## src/rtl/tipi_pkg.sv

```systemverilog
// Shared constants, FSM state type and captured-bus payload for the TIPI register block.
package tipi_pkg;

  localparam logic [15:0] ADDR_TD    = 16'h5FFF;
  localparam logic [15:0] ADDR_TC    = 16'h5FFD;
  localparam logic [15:0] ADDR_RD    = 16'h5FFB;
  localparam logic [15:0] ADDR_RC    = 16'h5FF9;
  localparam logic [3:0]  CRU_PREFIX = 4'h1;

  typedef enum logic {
    RST_IDLE  = 1'b0,
    RST_PULSE = 1'b1
  } rst_state_e;

  // Bus sample delayed alongside the synchronised strobes
  typedef struct packed {
    logic [15:0] addr;
    logic [7:0]  data;
    logic        sdata;
  } bus_cap_t;

endpackage

```

## src/rtl/sync_edge.sv

```systemverilog
// Multi-flop synchroniser for one asynchronous strobe, with rise/fall pulses
// derived from one extra history flop.
module sync_edge #(
  parameter int unsigned STAGES  = 2,
  parameter logic        RST_VAL = 1'b0
) (
  input  logic clk,
  input  logic rst_n,
  input  logic d_i,
  output logic level_o,
  output logic rise_c_o,
  output logic fall_c_o
);

  logic [STAGES-1:0] sync_q;
  logic              prev_q;

  always_ff @(posedge clk or negedge rst_n) begin
    if (!rst_n) begin
      sync_q <= {STAGES{RST_VAL}};
      prev_q <= RST_VAL;
    end else begin
      sync_q <= {sync_q[STAGES-2:0], d_i};
      prev_q <= sync_q[STAGES-1];
    end
  end

  assign level_o  = sync_q[STAGES-1];
  assign rise_c_o = level_o & ~prev_q;
  assign fall_c_o = ~level_o & prev_q;

endmodule

```

## src/rtl/tipi_bus_regs.sv

```systemverilog
// TIPI bus register block: TD/TC write latches, RD/RC serial assembly, CRU bit
// bank, DSR read path and timed RPi reset pulse, all in the clk domain.
module tipi_bus_regs
  import tipi_pkg::*;
#(
  parameter int unsigned SYNC_STAGES     = 2,
  parameter int unsigned CRU_BITS        = 4,
  parameter int unsigned RESET_PULSE_CYC = 50000,
  parameter int unsigned SHIFT_W         = 8
) (
  input  logic                clk,
  input  logic                rst_n,
  input  logic [0:15]         ti_a,
  input  logic [0:7]          ti_data,
  input  logic                ti_memen,
  input  logic                ti_we,
  input  logic                ti_dbin,
  input  logic                ti_cruclk,
  input  logic [3:0]          cru_base,
  input  logic                rpi_dclk,
  input  logic                rpi_cclk,
  input  logic                rpi_sdata,
  input  logic                rpi_le,
  output logic [7:0]          rpi_d,
  output logic [7:0]          rpi_s,
  output logic [0:7]          dsr_d,
  output logic                tipi_dbus_oe,
  output logic [CRU_BITS-1:0] cru_state,
  output logic                rpi_reset,
  output logic                frame_err
);

  localparam int unsigned CNT_W = $clog2(SHIFT_W + 2);
  localparam int unsigned PW    = (RESET_PULSE_CYC > 1) ? $clog2(RESET_PULSE_CYC) : 1;
  localparam logic [CNT_W-1:0] CNT_FULL   = CNT_W'(SHIFT_W);
  localparam logic [CNT_W-1:0] CNT_MAX    = CNT_W'(SHIFT_W + 1);
  localparam logic [PW-1:0]    PULSE_LOAD = PW'(RESET_PULSE_CYC - 1);

  logic we_lvl, we_rise, we_fall;
  logic memen_lvl, memen_rise, memen_fall;
  logic cruclk_lvl, cruclk_rise, cruclk_fall;
  logic dclk_lvl, dclk_rise, dclk_fall;
  logic cclk_lvl, cclk_rise, cclk_fall;
  logic le_lvl, le_rise, le_fall;

  sync_edge #(.STAGES(SYNC_STAGES), .RST_VAL(1'b1)) u_sync_we (
    .clk(clk), .rst_n(rst_n), .d_i(ti_we),
    .level_o(we_lvl), .rise_c_o(we_rise), .fall_c_o(we_fall));
  sync_edge #(.STAGES(SYNC_STAGES), .RST_VAL(1'b1)) u_sync_memen (
    .clk(clk), .rst_n(rst_n), .d_i(ti_memen),
    .level_o(memen_lvl), .rise_c_o(memen_rise), .fall_c_o(memen_fall));
  sync_edge #(.STAGES(SYNC_STAGES), .RST_VAL(1'b1)) u_sync_cruclk (
    .clk(clk), .rst_n(rst_n), .d_i(ti_cruclk),
    .level_o(cruclk_lvl), .rise_c_o(cruclk_rise), .fall_c_o(cruclk_fall));
  sync_edge #(.STAGES(SYNC_STAGES), .RST_VAL(1'b0)) u_sync_dclk (
    .clk(clk), .rst_n(rst_n), .d_i(rpi_dclk),
    .level_o(dclk_lvl), .rise_c_o(dclk_rise), .fall_c_o(dclk_fall));
  sync_edge #(.STAGES(SYNC_STAGES), .RST_VAL(1'b0)) u_sync_cclk (
    .clk(clk), .rst_n(rst_n), .d_i(rpi_cclk),
    .level_o(cclk_lvl), .rise_c_o(cclk_rise), .fall_c_o(cclk_fall));
  sync_edge #(.STAGES(SYNC_STAGES), .RST_VAL(1'b0)) u_sync_le (
    .clk(clk), .rst_n(rst_n), .d_i(rpi_le),
    .level_o(le_lvl), .rise_c_o(le_rise), .fall_c_o(le_fall));

  logic unused_sync;
  assign unused_sync = ^{we_lvl, we_rise, memen_rise, memen_fall, cruclk_lvl, cruclk_rise,
                         dclk_lvl, dclk_fall, cclk_lvl, cclk_fall, le_lvl, le_fall};

  // Bus pipeline matched to the strobe synchroniser depth
  bus_cap_t                        cap_in_c, cap_c;
  bus_cap_t [SYNC_STAGES-1:0]      cap_q;

  assign cap_in_c.addr  = ti_a;
  assign cap_in_c.data  = ti_data;
  assign cap_in_c.sdata = rpi_sdata;
  assign cap_c          = cap_q[SYNC_STAGES-1];

  logic [7:0]          rpi_d_q, rpi_d_d, rpi_s_q, rpi_s_d;
  logic [7:0]          rd_q, rd_d, rc_q, rc_d;
  logic [CRU_BITS-1:0] cru_state_q, cru_state_d;
  logic                frame_err_q, frame_err_d;
  logic [SHIFT_W-1:0]  shd_q, shd_d, shc_q, shc_d;
  logic [CNT_W-1:0]    cntd_q, cntd_d, cntc_q, cntc_d;
  logic                cru_hit_c;
  logic                req_c, req_prev_q, req_rise_c;
  rst_state_e          st_q, st_d;
  logic [PW-1:0]       pcnt_q, pcnt_d;
  logic                rpi_reset_q, rpi_reset_d;

  always_comb begin
    rpi_d_d     = rpi_d_q;
    rpi_s_d     = rpi_s_q;
    rd_d        = rd_q;
    rc_d        = rc_q;
    cru_state_d = cru_state_q;
    frame_err_d = frame_err_q;
    shd_d       = shd_q;
    shc_d       = shc_q;
    cntd_d      = cntd_q;
    cntc_d      = cntc_q;

    if (we_fall && !memen_lvl && cru_state_q[0]) begin
      if (cap_c.addr == ADDR_TD) begin
        rpi_d_d = cap_c.data;
      end else if (cap_c.addr == ADDR_TC) begin
        rpi_s_d = cap_c.data;
      end
    end

    cru_hit_c = cruclk_fall && (cap_c.addr[15:8] == {CRU_PREFIX, cru_base})
                && (32'(cap_c.addr[7:1]) < CRU_BITS);
    for (int i = 0; i < int'(CRU_BITS); i++) begin
      if (cru_hit_c && (cap_c.addr[7:1] == 7'(i))) cru_state_d[i] = cap_c.addr[0];
    end
    if (cru_hit_c && (cap_c.addr[7:1] == 7'd1) && cap_c.addr[0]) frame_err_d = 1'b0;

    if (dclk_rise) begin
      shd_d = {shd_q[SHIFT_W-2:0], cap_c.sdata};
      if (cntd_q != CNT_MAX) cntd_d = cntd_q + CNT_W'(1);
    end
    if (cclk_rise) begin
      shc_d = {shc_q[SHIFT_W-2:0], cap_c.sdata};
      if (cntc_q != CNT_MAX) cntc_d = cntc_q + CNT_W'(1);
    end

    // Commit uses pre-shift state; a coincident shift opens the next frame
    if (le_rise) begin
      if (cntd_q == CNT_FULL) rd_d = shd_q[7:0];
      else if (cntd_q != '0) frame_err_d = 1'b1;
      if (cntc_q == CNT_FULL) rc_d = shc_q[7:0];
      else if (cntc_q != '0) frame_err_d = 1'b1;
      cntd_d = dclk_rise ? CNT_W'(1) : '0;
      cntc_d = cclk_rise ? CNT_W'(1) : '0;
    end
  end

  always_ff @(posedge clk or negedge rst_n) begin
    if (!rst_n) begin
      cap_q       <= '0;
      rpi_d_q     <= '0;
      rpi_s_q     <= '0;
      rd_q        <= '0;
      rc_q        <= '0;
      cru_state_q <= '0;
      frame_err_q <= 1'b0;
      shd_q       <= '0;
      shc_q       <= '0;
      cntd_q      <= '0;
      cntc_q      <= '0;
    end else begin
      cap_q       <= {cap_q[SYNC_STAGES-2:0], cap_in_c};
      rpi_d_q     <= rpi_d_d;
      rpi_s_q     <= rpi_s_d;
      rd_q        <= rd_d;
      rc_q        <= rc_d;
      cru_state_q <= cru_state_d;
      frame_err_q <= frame_err_d;
      shd_q       <= shd_d;
      shc_q       <= shc_d;
      cntd_q      <= cntd_d;
      cntc_q      <= cntc_d;
    end
  end

  always_comb begin
    req_c = 1'b0;
    for (int i = 0; i < int'(CRU_BITS); i++) begin
      if (i == 1) req_c = cru_state_q[i];
    end
    req_rise_c = req_c & ~req_prev_q;
  end

  // Reset pulse: retrigger reloads, a held request does not extend
  always_comb begin
    st_d        = st_q;
    pcnt_d      = pcnt_q;
    rpi_reset_d = rpi_reset_q;
    case (st_q)
      RST_IDLE: begin
        if (req_rise_c) begin
          st_d        = RST_PULSE;
          pcnt_d      = PULSE_LOAD;
          rpi_reset_d = 1'b0;
        end
      end
      RST_PULSE: begin
        if (req_rise_c) begin
          pcnt_d = PULSE_LOAD;
        end else if (pcnt_q == '0) begin
          st_d        = RST_IDLE;
          rpi_reset_d = 1'b1;
        end else begin
          pcnt_d = pcnt_q - PW'(1);
        end
      end
    endcase
  end

  always_ff @(posedge clk or negedge rst_n) begin
    if (!rst_n) begin
      st_q        <= RST_IDLE;
      pcnt_q      <= '0;
      rpi_reset_q <= 1'b1;
      req_prev_q  <= 1'b0;
    end else begin
      st_q        <= st_d;
      pcnt_q      <= pcnt_d;
      rpi_reset_q <= rpi_reset_d;
      req_prev_q  <= req_c;
    end
  end

  // Read path straight from the pins so the bus transceiver turns on in-cycle
  always_comb begin
    tipi_dbus_oe = 1'b1;
    dsr_d        = '0;
    if (cru_state_q[0] && !ti_memen && ti_dbin) begin
      if (ti_a == ADDR_RD) begin
        tipi_dbus_oe = 1'b0;
        dsr_d        = rd_q;
      end else if (ti_a == ADDR_RC) begin
        tipi_dbus_oe = 1'b0;
        dsr_d        = rc_q;
      end
    end
  end

  assign rpi_d     = rpi_d_q;
  assign rpi_s     = rpi_s_q;
  assign cru_state = cru_state_q;
  assign frame_err = frame_err_q;
  assign rpi_reset = rpi_reset_q;

endmodule

```

## config.mk

```make
export PLATFORM = sky130hd
export DESIGN_NAME = tipi_bus_regs
export DESIGN_NICKNAME = d
export VERILOG_FILES = /design/src/rtl/tipi_pkg.sv /design/src/rtl/sync_edge.sv /design/src/rtl/tipi_bus_regs.sv
export SDC_FILE = /design/constraint.sdc
export NUM_CORES = 1
export LEC_CHECK = 0
export BUFFER_PORTS_ARGS = -buffer_cell sky130_fd_sc_hd__buf_2
export CORE_MARGIN = 2
export CORE_UTILIZATION = 55
export CTS_CLUSTER_DIAMETER = 80
export DETAILED_ROUTE_END_ITERATION = 8
export PLACE_DENSITY = 0.76
export SLEW_MARGIN = 15
export SYNTH_ARGS = -nofsm -noshare
export SYNTH_HDL_FRONTEND = slang
export SYNTH_SLANG_ARGS = --single-unit
```

## constraint.sdc

```tcl
create_clock -name clk -period 2.2 [get_ports clk]
set_input_delay 0.11 -clock clk [delete_from_list [all_inputs] [get_ports clk]]
set_output_delay 0.11 -clock clk [all_outputs]
set_load 0.005 [all_outputs]
```

==> results.sh <==
export IMPL_globalRoute_totalOverflow=0
export IMPL_clock_skew_ns=0.008935
export IMPL_cp_arrival_ns=2.03
export IMPL_outcome="complete, no violations"
export IMPL_crit_top_cell="buf_2"
export IMPL_numCtsBuffers=17
export IMPL_yosysWarnings=0
export IMPL_drtAntennaViolNets=0
export IMPL_vias=3613
export IMPL_max_cap_viol_count=0
export IMPL_peakVddDrop_mv=0.7773
export IMPL_antenna_found_initial=0
export IMPL_power_leakage_nw=3.409
export IMPL_synth_top_area_cell="dfrtp_1"
export IMPL_crit_path_start_kind="input pin"
export IMPL_core_area_um2=9819
export IMPL_yosysMostFrequentCell="dfrtp_1"
export IMPL_crit_required_ns=2.09
export IMPL_diodes=0
export IMPL_die_w_um=104.8
export IMPL_clockBufferDepth=2
export IMPL_path_max_fanout=9
export IMPL_power_density_nw_per_um2=895.8
export IMPL_hold_path_class="input pin to async pin"
export IMPL_first_iter_violations=167
export IMPL_finalHoldViolations=0
export IMPL_async_reset_ff_share_pct=100.0
export IMPL_syn_instance_count=396
export IMPL_crit_chain="dlygate4sd3_1, buf_2, and4b_1, nand3_1, or4_4, nor2_1, buf_2"
export IMPL_dieArea_um2=10980
export IMPL_postSynthAreaPerCell_um2=14.11
export IMPL_portBuffers=68
export IMPL_timing_final_crit_share_pct=97.06
export IMPL_clock_latency_ns=0.51
export IMPL_min_period_ns=2.135
export IMPL_critPathMaxStageDelay_ns=0.64
export IMPL_grt_start_max_net_pins=57
export IMPL_synth_edf_count=0
export IMPL_crit_type="input pin to output port"
export IMPL_drv_slew=0
export IMPL_clkTransAtPathRegs_ns=0.06
export IMPL_cts_sinks=147
export IMPL_nets=559
export IMPL_cts_tree="done"
export IMPL_grt_setup_unrepaired="no"
export IMPL_cts_root_buf="clkbuf_8"
export IMPL_end_kind="output port"
export IMPL_grt_usage_pct=21.75
export IMPL_hold_ws_ns=0.08122
export IMPL_die_h_um=104.8
export IMPL_dp_final_hpwl_um=7164
export IMPL_yosys_top_cells_area="dfrtp_1, mux2_2, dfstp_2"
export IMPL_first_pass_iters=4
export IMPL_initial_core_util_pct=56.89
export IMPL_wl_um=10960
export IMPL_grt_pass1_wl_um=18370
export IMPL_fmax_ghz=0.4683
export IMPL_ys_flop_type="dfrtp_1"
export IMPL_drive_above_1_share_pct=30.93
export IMPL_synthDominantCellAreaShare_pct=61.81
export IMPL_seq_area_frac_synth_pct=66.05
export IMPL_io_pins=69
export IMPL_setup_tns_final_ns=0
export IMPL_ys_types=55
export IMPL_crit_slowest_cell="or4_4"
export IMPL_htreeDepth=4
export IMPL_tightest_slew_ns=0.5484
export IMPL_row_count=36
export IMPL_maxSlewHeadroom_pct=63.10
export IMPL_grt_pass1_vias=3708
export IMPL_synth_seq_cells=147
export IMPL_routed_via_density=5.474
export IMPL_setup_viol=0
export IMPL_drc_errors=0
export IMPL_synth_common_cells="dfrtp_1, mux2_2, nor2_1"
export IMPL_wire_per_inst_um=16.60
export IMPL_netlist_area_um2=5587
export IMPL_area_growth_pct=25.64
export IMPL_gp_congestion=0.8506
export IMPL_mappedNetlistNets=441
-- worst paths after layout --
check / startpoint / endpoint / slack (ns) / cells past startpoint
worst max-delay path: ti_a[0] / dsr_d[0] / 0.06 / 7
worst min-delay path: rst_n / cap_c[13]$_DFF_PN0_ / 0.08 / 2
worst max register to register: u_sync_we.prev_q$_DFF_PN1_ / rpi_d[6]$_DFFE_PN0P_ / 0.13 / 4
worst min register to register: cap_q[4]$_DFF_PN0_ / cap_c[4]$_DFF_PN0_ / 0.34 / 0
max in group asynchronous: rst_n / cap_q[10]$_DFF_PN0_ / 1.40 / 3
min in group clk: cru_base[3] / frame_err$_DFF_PN0_ / 0.18 / 5
-- where the power goes --
part	switching, mW	internal, mW
Clock	1.04	1.63
Sequential	0.158	2.93
Combinational	0.257	0.275
Total	1.46	4.83
-- layout make-up --
| class | count | area (um2) |
|---|---|---|
| multi-input cells | 232 | 1829 |
| clock inverters | 7 | 76.32 |
| well taps | 133 | 166.4 |
| flip-flops and latches | 147 | 3690 |
| inverters | 7 | 26.28 |
| clock buffers | 25 | 484.2 |
| fillers | 696 | 2800 |
| repair buffers | 109 | 747.0 |
-- state kept, by name, indices dropped and copies added, names as in the netlist, 4 cells and up --
signal,cells
cap_c,25
cap_q,25
cntc_q,4
cntd_q,4
cru_state,4
pcnt_q,16
rc_q,8
rd_q,8
rpi_d,8
rpi_s,8
shc_q,8
shd_q,8
-- through the flow --
stage	instances	setup slack (ns)	cell area (um2)	util (%)	total power, mW
final	660	0.06470	7019	71.48	6.288
after global routing	660	0.003410	7019	71.48	6.562
after CTS	660	0.09104	7019	71.48	6.344
after detailed placement	596	0.1247	6135	62.47	3.615
after global placement	596	0.2095	6135	62.47	3.576
after floorplan	396	0.2586	5587	-	3.391
-- routing by layer --
metal  up-vias  share of wire (%)  global-route usage (%)
li1       1664                  -                       -
met1      1824                 44                   27.88
met2       111                 51                   35.34
met3        14                4.6                   6.613
met4         0                1.1                   7.619
met5         -                  0                       0
-- critical path: cells and delay by family --
kind / cells / cell delay (ns)
and+or+nand+nor: 4 / 1.10
buffers and inverters: 3 / 0.80
-- logic make-up after synthesis --
logic type / count (synthesis) / share of synthesized area (%)
flip-flops: 147 / 66.05
AO/OA/AOI/OAI: 41 / 4.726
AND/OR/NAND/NOR: 115 / 12.99
buffers and inverters: 17 / 1.277
adder cells (fa/ha/maj): 7 / 1.568
multiplexers: 63 / 12.45
XOR/XNOR: 6 / 0.9408
-- layout by cell type (no fill, tap or decap), types with 7 or more instances in the layout --
cell type / count
inv_1: 7
a21oi_1: 10
mux2i_1: 11
buf_4: 8
nor2_1: 22
dfrtp_1: 138
mux2_2: 35
mux2_1: 17
dlygate4sd3_1: 32
nand2_1: 19
dfstp_2: 9
ha_1: 7
clkbuf_16: 16
nand3_1: 13
buf_2: 67
nand4_1: 7
-- timing repair --
action	CTS	global route
endpoints found under the hold margin	169	0
buffers inserted	0	0
resized for setup	1	0
endpoints found under the setup margin	8	0
hold buffers	32	0
(Power assumes the default switching activity.)
